===== src/rtl/gctr_present64_if.sv =====
// gctr_present64_if: request, data and result signals of the GCTR controller.
// With GCTR_TAG_MASK_EN defined the interface also carries the tag-mask result
// E(K, J0) and its valid flag.
interface gctr_present64_if;
  logic        start;
  logic [63:0] icb_in;
  logic [79:0] key;
  logic        in_valid;
  logic        in_ready;
  logic [63:0] in_data;
  logic        in_last;
  logic [3:0]  in_nbytes;
  logic        out_valid;
  logic        out_ready;
  logic [63:0] out_data;
  logic        out_last;
  logic        busy;
  logic        done;
`ifdef GCTR_TAG_MASK_EN
  logic [63:0] tag_mask;
  logic        tag_mask_valid;
`endif

  // Side that issues messages and consumes results.
  modport master (
    output start, icb_in, key, in_valid, in_data, in_last, in_nbytes, out_ready,
    input  in_ready, out_valid, out_data, out_last, busy, done
`ifdef GCTR_TAG_MASK_EN
    , input tag_mask, tag_mask_valid
`endif
  );

  // The GCTR controller itself.
  modport slave (
    input  start, icb_in, key, in_valid, in_data, in_last, in_nbytes, out_ready,
    output in_ready, out_valid, out_data, out_last, busy, done
`ifdef GCTR_TAG_MASK_EN
    , output tag_mask, tag_mask_valid
`endif
  );
endinterface


===== src/rtl/gctr_present64.sv =====
// gctr_present64: counter-mode (GCTR) controller around an iterative PRESENT-80
// core. Each accepted data block encrypts the current counter block, XORs the
// keystream with the data, masks off unused tail bytes of a final partial block
// and offers the result downstream. The low 32 counter bits step (mod 2^32)
// between blocks.
// Optional feature macro: GCTR_TAG_MASK_EN -- when defined, every message first
// computes tag_mask = E(K, J0) and the data blocks start at inc32(J0).

// present80: one PRESENT round per clock. A load captures the block and key;
// rounds 1..31 are applied on the next 31 edges, after which data_o holds the
// ciphertext (final state XOR round key 32) until the following edge.
module present80 (
  input  logic        clk,
  input  logic        load_i,
  input  logic [79:0] key_i,
  input  logic [63:0] data_i,
  output logic [63:0] data_o
);
  localparam logic [3:0] SBOX [16] = '{
    4'hC, 4'h5, 4'h6, 4'hB, 4'h9, 4'h0, 4'hA, 4'hD,
    4'h3, 4'hE, 4'hF, 4'h8, 4'h4, 4'h7, 4'h1, 4'h2
  };

  logic [63:0] state_q, state_d;
  logic [79:0] rkey_q, rkey_d;
  logic [4:0]  round_q, round_d;

  function automatic logic [63:0] s_layer(input logic [63:0] x);
    logic [63:0] y;
    for (int n = 0; n < 16; n++) y[6'(4 * n) +: 4] = SBOX[x[6'(4 * n) +: 4]];
    return y;
  endfunction

  // Bit i moves to position 16*i mod 63; bit 63 stays in place.
  function automatic logic [63:0] p_layer(input logic [63:0] x);
    logic [63:0] y;
    y[63] = x[63];
    for (int i = 0; i < 63; i++) y[6'((i * 16) % 63)] = x[6'(i)];
    return y;
  endfunction

  function automatic logic [79:0] key_update(input logic [79:0] k, input logic [4:0] rc);
    logic [79:0] r;
    r          = {k[18:0], k[79:19]};
    r[79:76]   = SBOX[r[79:76]];
    r[19:15]   = r[19:15] ^ rc;
    return r;
  endfunction

  // Next round, or a fresh block and key on load.
  always_comb begin
    // NOTE: every always_comb output gets a default first so no path leaves it unassigned (no latch).
    state_d = p_layer(s_layer(state_q ^ rkey_q[79:16]));
    rkey_d  = key_update(rkey_q, round_q);
    round_d = round_q + 5'd1;
    if (load_i) begin
      state_d = data_i;
      rkey_d  = key_i;
      round_d = 5'd1;
    end
  end

  // Round registers.
  always_ff @(posedge clk) begin
    // NOTE: sequential state uses non-blocking assignments only.
    // NOTE: no reset here -- every use of the core starts with a load.
    state_q <= state_d;
    rkey_q  <= rkey_d;
    round_q <= round_d;
  end

  assign data_o = state_q ^ rkey_q[79:16];
endmodule

module gctr_present64 (
  input  logic             clk,
  input  logic             rst,
  gctr_present64_if.slave  bus
);
  typedef enum logic [2:0] {
    S_IDLE    = 3'd0,
    S_WAIT_IN = 3'd1,
    S_RUN     = 3'd2,
    S_OUT     = 3'd3
`ifdef GCTR_TAG_MASK_EN
    , S_MASK  = 3'd4
`endif
  } state_e;

  state_e      state_q;
  logic [4:0]  run_cnt_q;
  logic [79:0] key_q;
  logic [63:0] ctr_q;
  logic [63:0] data_q;
  logic        last_q;
  logic [3:0]  nbytes_q;
  logic        in_ready_q;
  logic        out_valid_q;
  logic [63:0] out_data_q;
  logic        out_last_q;
  logic        busy_q;
  logic        done_q;
`ifdef GCTR_TAG_MASK_EN
  logic [63:0] tag_mask_q;
  logic        tag_mask_valid_q;
`endif

  logic        start_ok;
  logic        accept;
  logic        cipher_load;
  logic [79:0] core_key;
  logic [63:0] core_data;
  logic [63:0] keystream;
  logic [63:0] ctr_inc;
  logic [3:0]  n_keep;
  logic [63:0] keep_mask;

  assign start_ok = bus.start & (state_q == S_IDLE);
  assign accept   = bus.in_valid & in_ready_q;
  assign ctr_inc  = {ctr_q[63:32], ctr_q[31:0] + 32'd1};

  // The key arrives on the bus only during the start cycle; afterwards the latched copy is used.
  assign core_key = start_ok ? bus.key : key_q;
`ifdef GCTR_TAG_MASK_EN
  assign cipher_load = accept | start_ok;
  assign core_data   = start_ok ? bus.icb_in : ctr_q;
`else
  assign cipher_load = accept;
  assign core_data   = ctr_q;
`endif

  present80 u_core (
    .clk    (clk),
    .load_i (cipher_load),
    .key_i  (core_key),
    .data_i (core_data),
    .data_o (keystream)
  );

  // Keep the top N bytes of the result; a final block may be partial, others are always full.
  always_comb begin
    n_keep = 4'd8;
    if (last_q && nbytes_q != 4'd0 && nbytes_q <= 4'd8) n_keep = nbytes_q;
    keep_mask = '0;
    for (int b = 0; b < 8; b++) begin
      keep_mask[6'(63 - 8 * b) -: 8] = (4'(b) < n_keep) ? 8'hFF : 8'h00;
    end
  end

  // Control FSM with registered handshake and status outputs.
  always_ff @(posedge clk) begin
    if (rst) begin
      state_q          <= S_IDLE;
      run_cnt_q        <= '0;
      in_ready_q       <= 1'b0;
      out_valid_q      <= 1'b0;
      out_data_q       <= '0;
      out_last_q       <= 1'b0;
      busy_q           <= 1'b0;
      done_q           <= 1'b0;
`ifdef GCTR_TAG_MASK_EN
      tag_mask_q       <= '0;
      tag_mask_valid_q <= 1'b0;
`endif
    end else begin
      done_q <= 1'b0;
      case (state_q)
        S_IDLE: begin
          if (bus.start) begin
            busy_q <= 1'b1;
`ifdef GCTR_TAG_MASK_EN
            state_q          <= S_MASK;
            run_cnt_q        <= '0;
            tag_mask_valid_q <= 1'b0;
`else
            state_q    <= S_WAIT_IN;
            in_ready_q <= 1'b1;
`endif
          end
        end
`ifdef GCTR_TAG_MASK_EN
        S_MASK: begin
          run_cnt_q <= run_cnt_q + 5'd1;
          if (run_cnt_q == 5'd31) begin
            tag_mask_q       <= keystream;
            tag_mask_valid_q <= 1'b1;
            in_ready_q       <= 1'b1;
            state_q          <= S_WAIT_IN;
          end
        end
`endif
        S_WAIT_IN: begin
          if (bus.in_valid) begin
            in_ready_q <= 1'b0;
            run_cnt_q  <= '0;
            state_q    <= S_RUN;
          end
        end
        S_RUN: begin
          run_cnt_q <= run_cnt_q + 5'd1;
          if (run_cnt_q == 5'd31) begin
            out_data_q  <= (data_q ^ keystream) & keep_mask;
            out_last_q  <= last_q;
            out_valid_q <= 1'b1;
            state_q     <= S_OUT;
          end
        end
        S_OUT: begin
          if (bus.out_ready) begin
            out_valid_q <= 1'b0;
            if (out_last_q) begin
              busy_q  <= 1'b0;
              done_q  <= 1'b1;
              state_q <= S_IDLE;
            end else begin
              in_ready_q <= 1'b1;
              state_q    <= S_WAIT_IN;
            end
          end
        end
        default: begin
          state_q     <= S_IDLE;
          in_ready_q  <= 1'b0;
          out_valid_q <= 1'b0;
          busy_q      <= 1'b0;
        end
      endcase
    end
  end

  // Message datapath: key and counter latched at start, counter stepped between blocks, input block captured on accept.
  always_ff @(posedge clk) begin
    if (start_ok) begin
      key_q <= bus.key;
      ctr_q <= bus.icb_in;
    end
`ifdef GCTR_TAG_MASK_EN
    else if (state_q == S_MASK && run_cnt_q == 5'd31) begin
      ctr_q <= ctr_inc;
    end
`endif
    else if (state_q == S_OUT && bus.out_ready && !out_last_q) begin
      ctr_q <= ctr_inc;
    end
    if (accept) begin
      data_q   <= bus.in_data;
      last_q   <= bus.in_last;
      nbytes_q <= bus.in_nbytes;
    end
  end

  assign bus.in_ready  = in_ready_q;
  assign bus.out_valid = out_valid_q;
  assign bus.out_data  = out_data_q;
  assign bus.out_last  = out_last_q;
  assign bus.busy      = busy_q;
  assign bus.done      = done_q;
`ifdef GCTR_TAG_MASK_EN
  assign bus.tag_mask       = tag_mask_q;
  assign bus.tag_mask_valid = tag_mask_valid_q;
`endif
endmodule


===== src/flat_wrapper.sv =====
// flat-port wrapper written by rule: the top's interface ports become plain ports
module gctr_present64_flat 
  (clk, rst, bus_start, bus_icb_in, bus_key, bus_in_valid, bus_in_data, bus_in_last, bus_in_nbytes, bus_out_ready, bus_in_ready, bus_out_valid, bus_out_data, bus_out_last, bus_busy, bus_done);
  gctr_present64_if bus_i ();
  input  logic clk;
  input  logic rst;
  input wire logic [$bits(bus_i.start)-1:0] bus_start;
  input wire logic [$bits(bus_i.icb_in)-1:0] bus_icb_in;
  input wire logic [$bits(bus_i.key)-1:0] bus_key;
  input wire logic [$bits(bus_i.in_valid)-1:0] bus_in_valid;
  input wire logic [$bits(bus_i.in_data)-1:0] bus_in_data;
  input wire logic [$bits(bus_i.in_last)-1:0] bus_in_last;
  input wire logic [$bits(bus_i.in_nbytes)-1:0] bus_in_nbytes;
  input wire logic [$bits(bus_i.out_ready)-1:0] bus_out_ready;
  output wire logic [$bits(bus_i.in_ready)-1:0] bus_in_ready;
  output wire logic [$bits(bus_i.out_valid)-1:0] bus_out_valid;
  output wire logic [$bits(bus_i.out_data)-1:0] bus_out_data;
  output wire logic [$bits(bus_i.out_last)-1:0] bus_out_last;
  output wire logic [$bits(bus_i.busy)-1:0] bus_busy;
  output wire logic [$bits(bus_i.done)-1:0] bus_done;
  assign bus_i.start = bus_start;
  assign bus_i.icb_in = bus_icb_in;
  assign bus_i.key = bus_key;
  assign bus_i.in_valid = bus_in_valid;
  assign bus_i.in_data = bus_in_data;
  assign bus_i.in_last = bus_in_last;
  assign bus_i.in_nbytes = bus_in_nbytes;
  assign bus_i.out_ready = bus_out_ready;
  assign bus_in_ready = bus_i.in_ready;
  assign bus_out_valid = bus_i.out_valid;
  assign bus_out_data = bus_i.out_data;
  assign bus_out_last = bus_i.out_last;
  assign bus_busy = bus_i.busy;
  assign bus_done = bus_i.done;
  gctr_present64 u_core (.clk(clk), .rst(rst), .bus(bus_i));
endmodule

===== config.mk =====
export PLATFORM = sky130hd
export DESIGN_NAME = gctr_present64_flat
export DESIGN_NICKNAME = d
export VERILOG_FILES = /design/src/rtl/gctr_present64_if.sv /design/src/rtl/gctr_present64.sv /design/src/flat_wrapper.sv
export SDC_FILE = /design/constraint.sdc
export NUM_CORES = 1
export LEC_CHECK = 0
export BUFFER_PORTS_ARGS = -buffer_cell sky130_fd_sc_hd__buf_2
export CORE_UTILIZATION = 49
export DETAILED_ROUTE_END_ITERATION = 8
export GPL_ROUTABILITY_DRIVEN = 0
export PLACE_DENSITY = 0.76
export SYNTH_ARGS = -nofsm -noshare
export SYNTH_HDL_FRONTEND = slang
export SYNTH_SLANG_ARGS = --single-unit

===== constraint.sdc =====
create_clock -name clk -period 4.25 [get_ports clk]
set_input_delay 0.2125 -clock clk [delete_from_list [all_inputs] [get_ports clk]]
set_output_delay 0.2125 -clock clk [all_outputs]
set_load 0.02 [all_outputs]

==> results of run 1 <==
==> cell type report <==
class	instances	share of cell area (%)
Inverter	24	0.589
Multi-Input combinational cell	921	32.5
Tap cell	330	2.56
Clock inverter	17	1.29
Clock buffer	40	5.20
Sequential cell	310	42.7
Timing Repair Buffer	341	15.2
==> worst register-to-register path, stage by stage (launching register included) <==
cell and delay (ns):
dfxtp_1 0.34, inv_1 0.09, ha_1 0.38, and2_4 0.81
buf_4 0.53, nand2_1 0.14, a31oi_1 0.25
==> path summary, 6_finish.rpt <==
kind	to	cells past startpoint	slack (ns)	startpoint
max	u_core.u_core.rkey_q[7]	6	1.63	u_core.state_q[1]
min reg2reg	u_core.u_core.round_q[0]	1	0.43	u_core.u_core.round_q[0]
max reg2reg	u_core.u_core.rkey_q[7]	6	1.63	u_core.state_q[1]
min	u_core.core_data[15]	3	0.02	bus_icb_in[15]
==> sequential cells by signal, summed over array words and instances, names as in the netlist, 5 cells and up <==
| name | count |
|---|---|
| u_core.bus.out_data | 32 |
| u_core.core_data | 32 |
| u_core.data_q | 32 |
| u_core.key_q | 80 |
| u_core.run_cnt_q | 5 |
| u_core.u_core.rkey_q | 80 |
| u_core.u_core.round_q | 5 |
| u_core.u_core.state_q | 32 |
==> kinds of logic after synthesis <==
family	count (synthesis)
and+or+nand+nor	529
DFF	310
AOI/OAI and AO/OA	216
buffers and inverters	121
xor gates and xnor gates	93
adders and majority gates	29
muxes	22
other	1
==> cell usage in the layout (no fill, tap or decap), drive strengths merged, types with 3 or more instances in the layout <==
cell type    netlist  layout
ha                29      29
o21ai             35      35
dlygate4sd3        0     141
o31ai              6       6
nand2            284     284
nor2b              4       4
a22oi             33      33
or3                5       5
inv               23      25
edfxtp            69      69
a21oi             11      11
a211o              8       8
mux2               9       9
nand4              8       8
clkinv             1      11
dfxtp            241     241
nor3               8       8
xor2              37      37
and2               4       4
or4b               4       4
clkbuf            55      40
buf               42     200
nand2b             3       3
or4               15      15
nor4               6       6
nand3             19      19
bufinv             0       4
a211oi             6       6
nor2             146     146
xnor2             56      56
a31oi             94      94
conb               1      32
mux2i             11      11
and3              18      18
o41ai              3       3
o211ai            13      13
==> metrics by stage <==
| stage | worst slack (ns) | power (mW) | instance area [µm²] | std cells |
|---|---|---|---|---|
| floorplan | 0.851 | 7.82 | 12700 | 1352 |
| global route | 1.46 | 12.7 | 16200 | 1983 |
| CTS | 1.69 | 11.9 | 16200 | 1983 |
| global placement | 1.76 | 8.80 | 13700 | 1785 |
| finish | 1.63 | 11.9 | 16200 | 1983 |
| detailed placement | 1.71 | 9.00 | 13700 | 1785 |
==> power groups by stage <==
| stage | sequential, mW | combinational, mW | clock (mW) |
|---|---|---|---|
| floorplan | 4.75 | 3.06 | 0 |
| global placement | 5.01 | 3.79 | 0 |
| finish | 5.01 | 4.14 | 2.78 |
| detailed placement | 5.04 | 3.96 | 0 |
| CTS | 4.99 | 4.11 | 2.81 |
| global route | 5.11 | 4.64 | 2.94 |
==> routing by layer <==
metal | track usage [%] | wire, µm | vias to the layer above | part of all wire, %
li1 | - | - | 5118 | -
met1 | 33.3 | 14600 | 5070 | 43
met2 | 42.9 | 16500 | 423 | 48
met3 | 3.34 | 2110 | 70 | 6.1
met4 | 8.66 | 1070 | 0 | 3.1
met5 | 0 | 0 | - | 0
==> out/metrics.yaml, run 1 <==
outcome:
  outcome: "finished clean"
global_route:
  grt_pass1_vias: 10200
  grt_max_degree: 104
  track_usage_pct: 25.4
  grt_overflow: 0
  grt_pass1_wl_um: 52500
  antenna_found_initial: 0
floorplan:
  ios: 287
  fp.dieArea_mm2: 0.0264
  rows: 58
  chipWidth_um: 162
  coreArea_mm2: 0.0252
  fp.dieH_um: 162
  start_util_pct: 50.1
hold_path:
  min_path_type: "input port to flop"
synthesis:
  yosysMostFrequentCell: "nand2_1"
  synth-compound-area-share_pct: 11.2
  synth_common_cells: "nand2_1, dfxtp_1, nor2_1"
  syn_inst: 1321
  synth_area_mm2: 0.0126
  ys_warn_count: 0
  synth_top_family_by_area: "simple AND/OR/NAND/NOR gates"
  async_flop_share_pct: 0
  yosysSeqAreaShare_pct: 54.7
  yosysTopAreaCell: "dfxtp_1"
  synth_xor_xnor_area_share_pct: 6.46
  synth_fa_ha_area_share_pct: 2.88
  synthFlopType: "dfxtp_1"
  synth_area_leaders: "dfxtp_1, edfxtp_1, nand2_1, a31oi_1, nor2_1"
  yosys.area_share.simple_pct: 18.0
  yosysUniqueCellTypes: 52
  synth_edf_count: 69
  synth.top_cell.area_share_pct: 38.3
  muxShareOfSynthArea_pct: 2.03
  avgSynthCellArea_um2: 9.54
  ys_ff_latch: 310
layout:
  diodes: 0
  regArea_mm2: 0.00690
  fin_nets: 1876
  fillers: 1944
  area_growth_pct: 28.1
  drive_gt1_share_pct: 16.3
  final_util_pct: 64.2
  multi_input_area_mm2: 0.00525
timing:
  post-route-min-period_ns: 2.62
  finalSetupViolations: 0
  rsz0062_at_grt: "no"
  worst_pin_slew_ns: 1.03
  fin_tns_setup_ns: 0
  finalClockSkew_ns: 0.0143
  max_slew_margin_pct: 31.6
  hold_viol: 0
  fin_crit_sh_pct: 61.5
  hold-worst-slack_ns: 0.0189
  drv_slew: 0
  fmax_mhz: 382
clock_network:
  cts_resized: 0
  cts.htree.levels: 1
  holdBufCountCts: 141
  cts_tree: "built"
  clockRootBuffer: "clkbuf_16"
  postCtsSetupBuffers: 0
  worstSkewPairLatency_ns: 0.56
  path_clk_slew_ns: 0.07
  cts_buffers: 31
  cts_sinks: 310
  clockBufferDepth: 3
placement:
  io_buffers: 190
  hpwl_um: 21700
drt:
  drcViolationCount: 0
  dr.pass1.iters: 5
  finalWirelength_um: 34300
  ant_nets: 0
  num_vias: 10700
  dr.first_iter.drc_count: 940
  drt-vias-per-instance: 5.39
  drt-wirelength-per-cell_um: 17.3
worst_setup_path:
  end_kind: "flop"
  crit_chain: "inv_1, ha_1, and2_4, buf_4, nand2_1, a31oi_1"
  max_stage_delay_ns: 0.81
  cp.arrival_ns: 3.09
  critical_path_class: "flop to flop"
  cp_max_fo: 87
  crit_required_ns: 4.72
  startpoint_type: "flop"
  path_buf_inv: 2
  critPathSlowestCell: "and2_4"
  path_delay_family: "simple AND/OR/NAND/NOR gates"
power:
  clkPwrFrac_pct: 23.3
  p_switching_mw: 4.34
  swShare_pct: 36.4
  power.internal_mw: 7.59
  power_leakage_nw: 6.95
  power_frac_comb_pct: 34.7
  sequentialPowerShare_pct: 42.0
  powerDensity_mw_per_mm2: 739
  vdd_ir_drop_max_uv: 435
flow_run:
  cap_violations: 0
No activity file was read; power rests on OpenSTA's default activity.
==> run 2, diff against run 1 <==
PLACE_DENSITY = 0.79   (was 0.76)
clock period = 2.4 ns   (was 4.25 ns; I/O delays follow)
==> run 2 against run 1 <==
Against the previous run: critical path depth shrank 2; largest power group unchanged; sequential share of layout area shrank 0.72 points; hold slack lost 0.012 ns; cell count grew 1.4%; critical endpoint is now u_core.core_data[19]; sequential power grew 77%; clock skew shrank 0.0047 ns.
==> out/metrics.yaml, run 2 (synthesized netlist as in run 1, its figures left out) <==
layout:
  fin_nets: 1903  # +1.4%
  diodes: 0  # unchanged
  reg.largest.list: "u_core.key_q (80), u_core.u_core.rkey_q (80)"
  area_growth_pct: 30.3
  final_common_cell: "nand2_1"
  drive_gt1_share_pct: 17.2  # +0.93 points
  final_cell_mix: "nand2_1, dfxtp_1, buf_2"
  final_util_pct: 65.3  # +1.1 points
clock_network:
  clockRootBuffer: "clkbuf_16"
  cts_buffers: 31  # unchanged
  cts_sinks: 310  # unchanged
  worstSkewPairLatency_ns: 0.57  # about the same
  cts_tree: "built"
  clockBufferDepth: 3  # unchanged
  path_clk_slew_ns: 0.06  # about the same
  cts.htree.levels: 1  # unchanged
worst_setup_path:
  cp_max_fo: 13  # -85%
  end_kind: "flop"
  rrSetupSlack_ns: 0.12  # -1.52 ns
  startpoint_type: "flop"
  cp.arrival_ns: 2.70  # -0.39 ns
  crit_required_ns: 2.81  # -1.91 ns
  critical_path_class: "flop to flop"
flow_run:
  cap_violations: 0  # unchanged
floorplan:
  rows: 58  # unchanged
  ios: 287  # unchanged
  start_util_pct: 50.1  # unchanged
  chipWidth_um: 162  # unchanged
  coreArea_mm2: 0.0252  # unchanged
  fp.dieH_um: 162  # unchanged
  fp.dieArea_mm2: 0.0264  # unchanged
outcome:
  outcome: "finished clean"
timing:
  rsz0062_at_grt: "no"
  worst_pin_slew_ns: 0.867  # -0.159 ns
  post-route-min-period_ns: 2.28  # -0.334 ns
  finalSetupViolations: 0  # unchanged
  hold_viol: 0  # unchanged
  finalWorstSetupSlack_ns: 0.118  # -1.52 ns
  hold-worst-slack_ns: 0.00726  # -0.0116 ns
  fmax_mhz: 438  # +15%
  drv_slew: 0  # unchanged
  fin_crit_sh_pct: 95.1  # +34 points
  fin_tns_setup_ns: 0  # unchanged
  max_slew_margin_pct: 41.9  # +10 points
  finalClockSkew_ns: 0.00956  # -0.00470 ns
power:
  power_leakage_nw: 7.09  # +2.1%
  powerDensity_mw_per_mm2: 1310  # +78%
  vdd_ir_drop_max_uv: 749  # +72%
hold_path:
  min_path_type: "input port to flop"
global_route:
  track_usage_pct: 26.5  # +1.1 points
  grt_overflow: 0  # unchanged
  grt_max_degree: 62  # -40%
  grt_pass1_vias: 10600  # +3.4%
  antenna_found_initial: 0  # unchanged
  grt_pass1_wl_um: 54900  # +4.5%
drt:
  drt-vias-per-instance: 5.51  # +2.3%
  dr.pass1.iters: 7  # +2
  dr.first_iter.drc_count: 1192  # +27%
  drt-wirelength-per-cell_um: 17.7  # +2.2%
  drcViolationCount: 0  # unchanged
  finalWirelength_um: 35500  # +3.5%
  num_vias: 11100  # +3.7%
  ant_nets: 0  # unchanged
placement:
  hpwl_um: 22300  # +2.6%
  io_buffers: 190  # unchanged
  place_ws_ns: 0.147  # -1.56 ns
==> run 2: final timing paths <==
check                                   to  depth (start not counted)                     start
hold / removal        u_core.core_data[31]                          4            bus_icb_in[31]
hold reg to reg   u_core.u_core.round_q[0]                          1  u_core.u_core.round_q[0]
setup / recovery      u_core.core_data[19]                          4       u_core.core_data[2]
setup reg to reg      u_core.core_data[19]                          4       u_core.core_data[2]
==> run 2: critical path: stages (launching register included) <==
cell and delay, ns:
edfxtp_1 0.46, nand3_2 0.19, or4_1 0.77, or4_1 0.54
a31oi_1 0.17
==> run 2: power breakdown <==
part	switching [mW]	internal [mW]	total, mW	leakage [nW]
clock network	2.03	2.87	4.90	0.518
registers	1.32	7.54	8.86	2.65
logic	4.57	3.24	7.81	3.92
==> run 2: per-stage QoR <==
step	instance area, µm²	total power [mW]	instances
floorplan	12700	13.8	1352
global placement	13900	15.9	1803
detailed placement	13900	16.3	1803
CTS	16400	21.4	2010
global route	16400	22.8	2010
finish	16400	21.6	2010
==> run 2: layer usage <==
layer	vias up	wire length, µm	track usage, %
li1	5172	-	-
met1	5274	14800	33.9
met2	516	17000	44.8
met3	110	2240	3.41
met4	0	1470	11.3
met5	-	0	0
==> run 2: what timing repair did <==
item,4_1_cts,5_1_grt
hold endpoints to repair,234,0
endpoints found under the setup margin,0,10
gates resized for setup,0,2
buffers inserted,0,0
hold buffers,150,0
==> run 2: final cells by class <==
class	count	area, µm²
fillers	1850	8750
flip-flops and latches	310	6900
multi-input cells	921	5260
repair buffers	368	2730
clock buffers	46	922
well taps	330	413
clock inverters	11	118
inverters	24	95.1
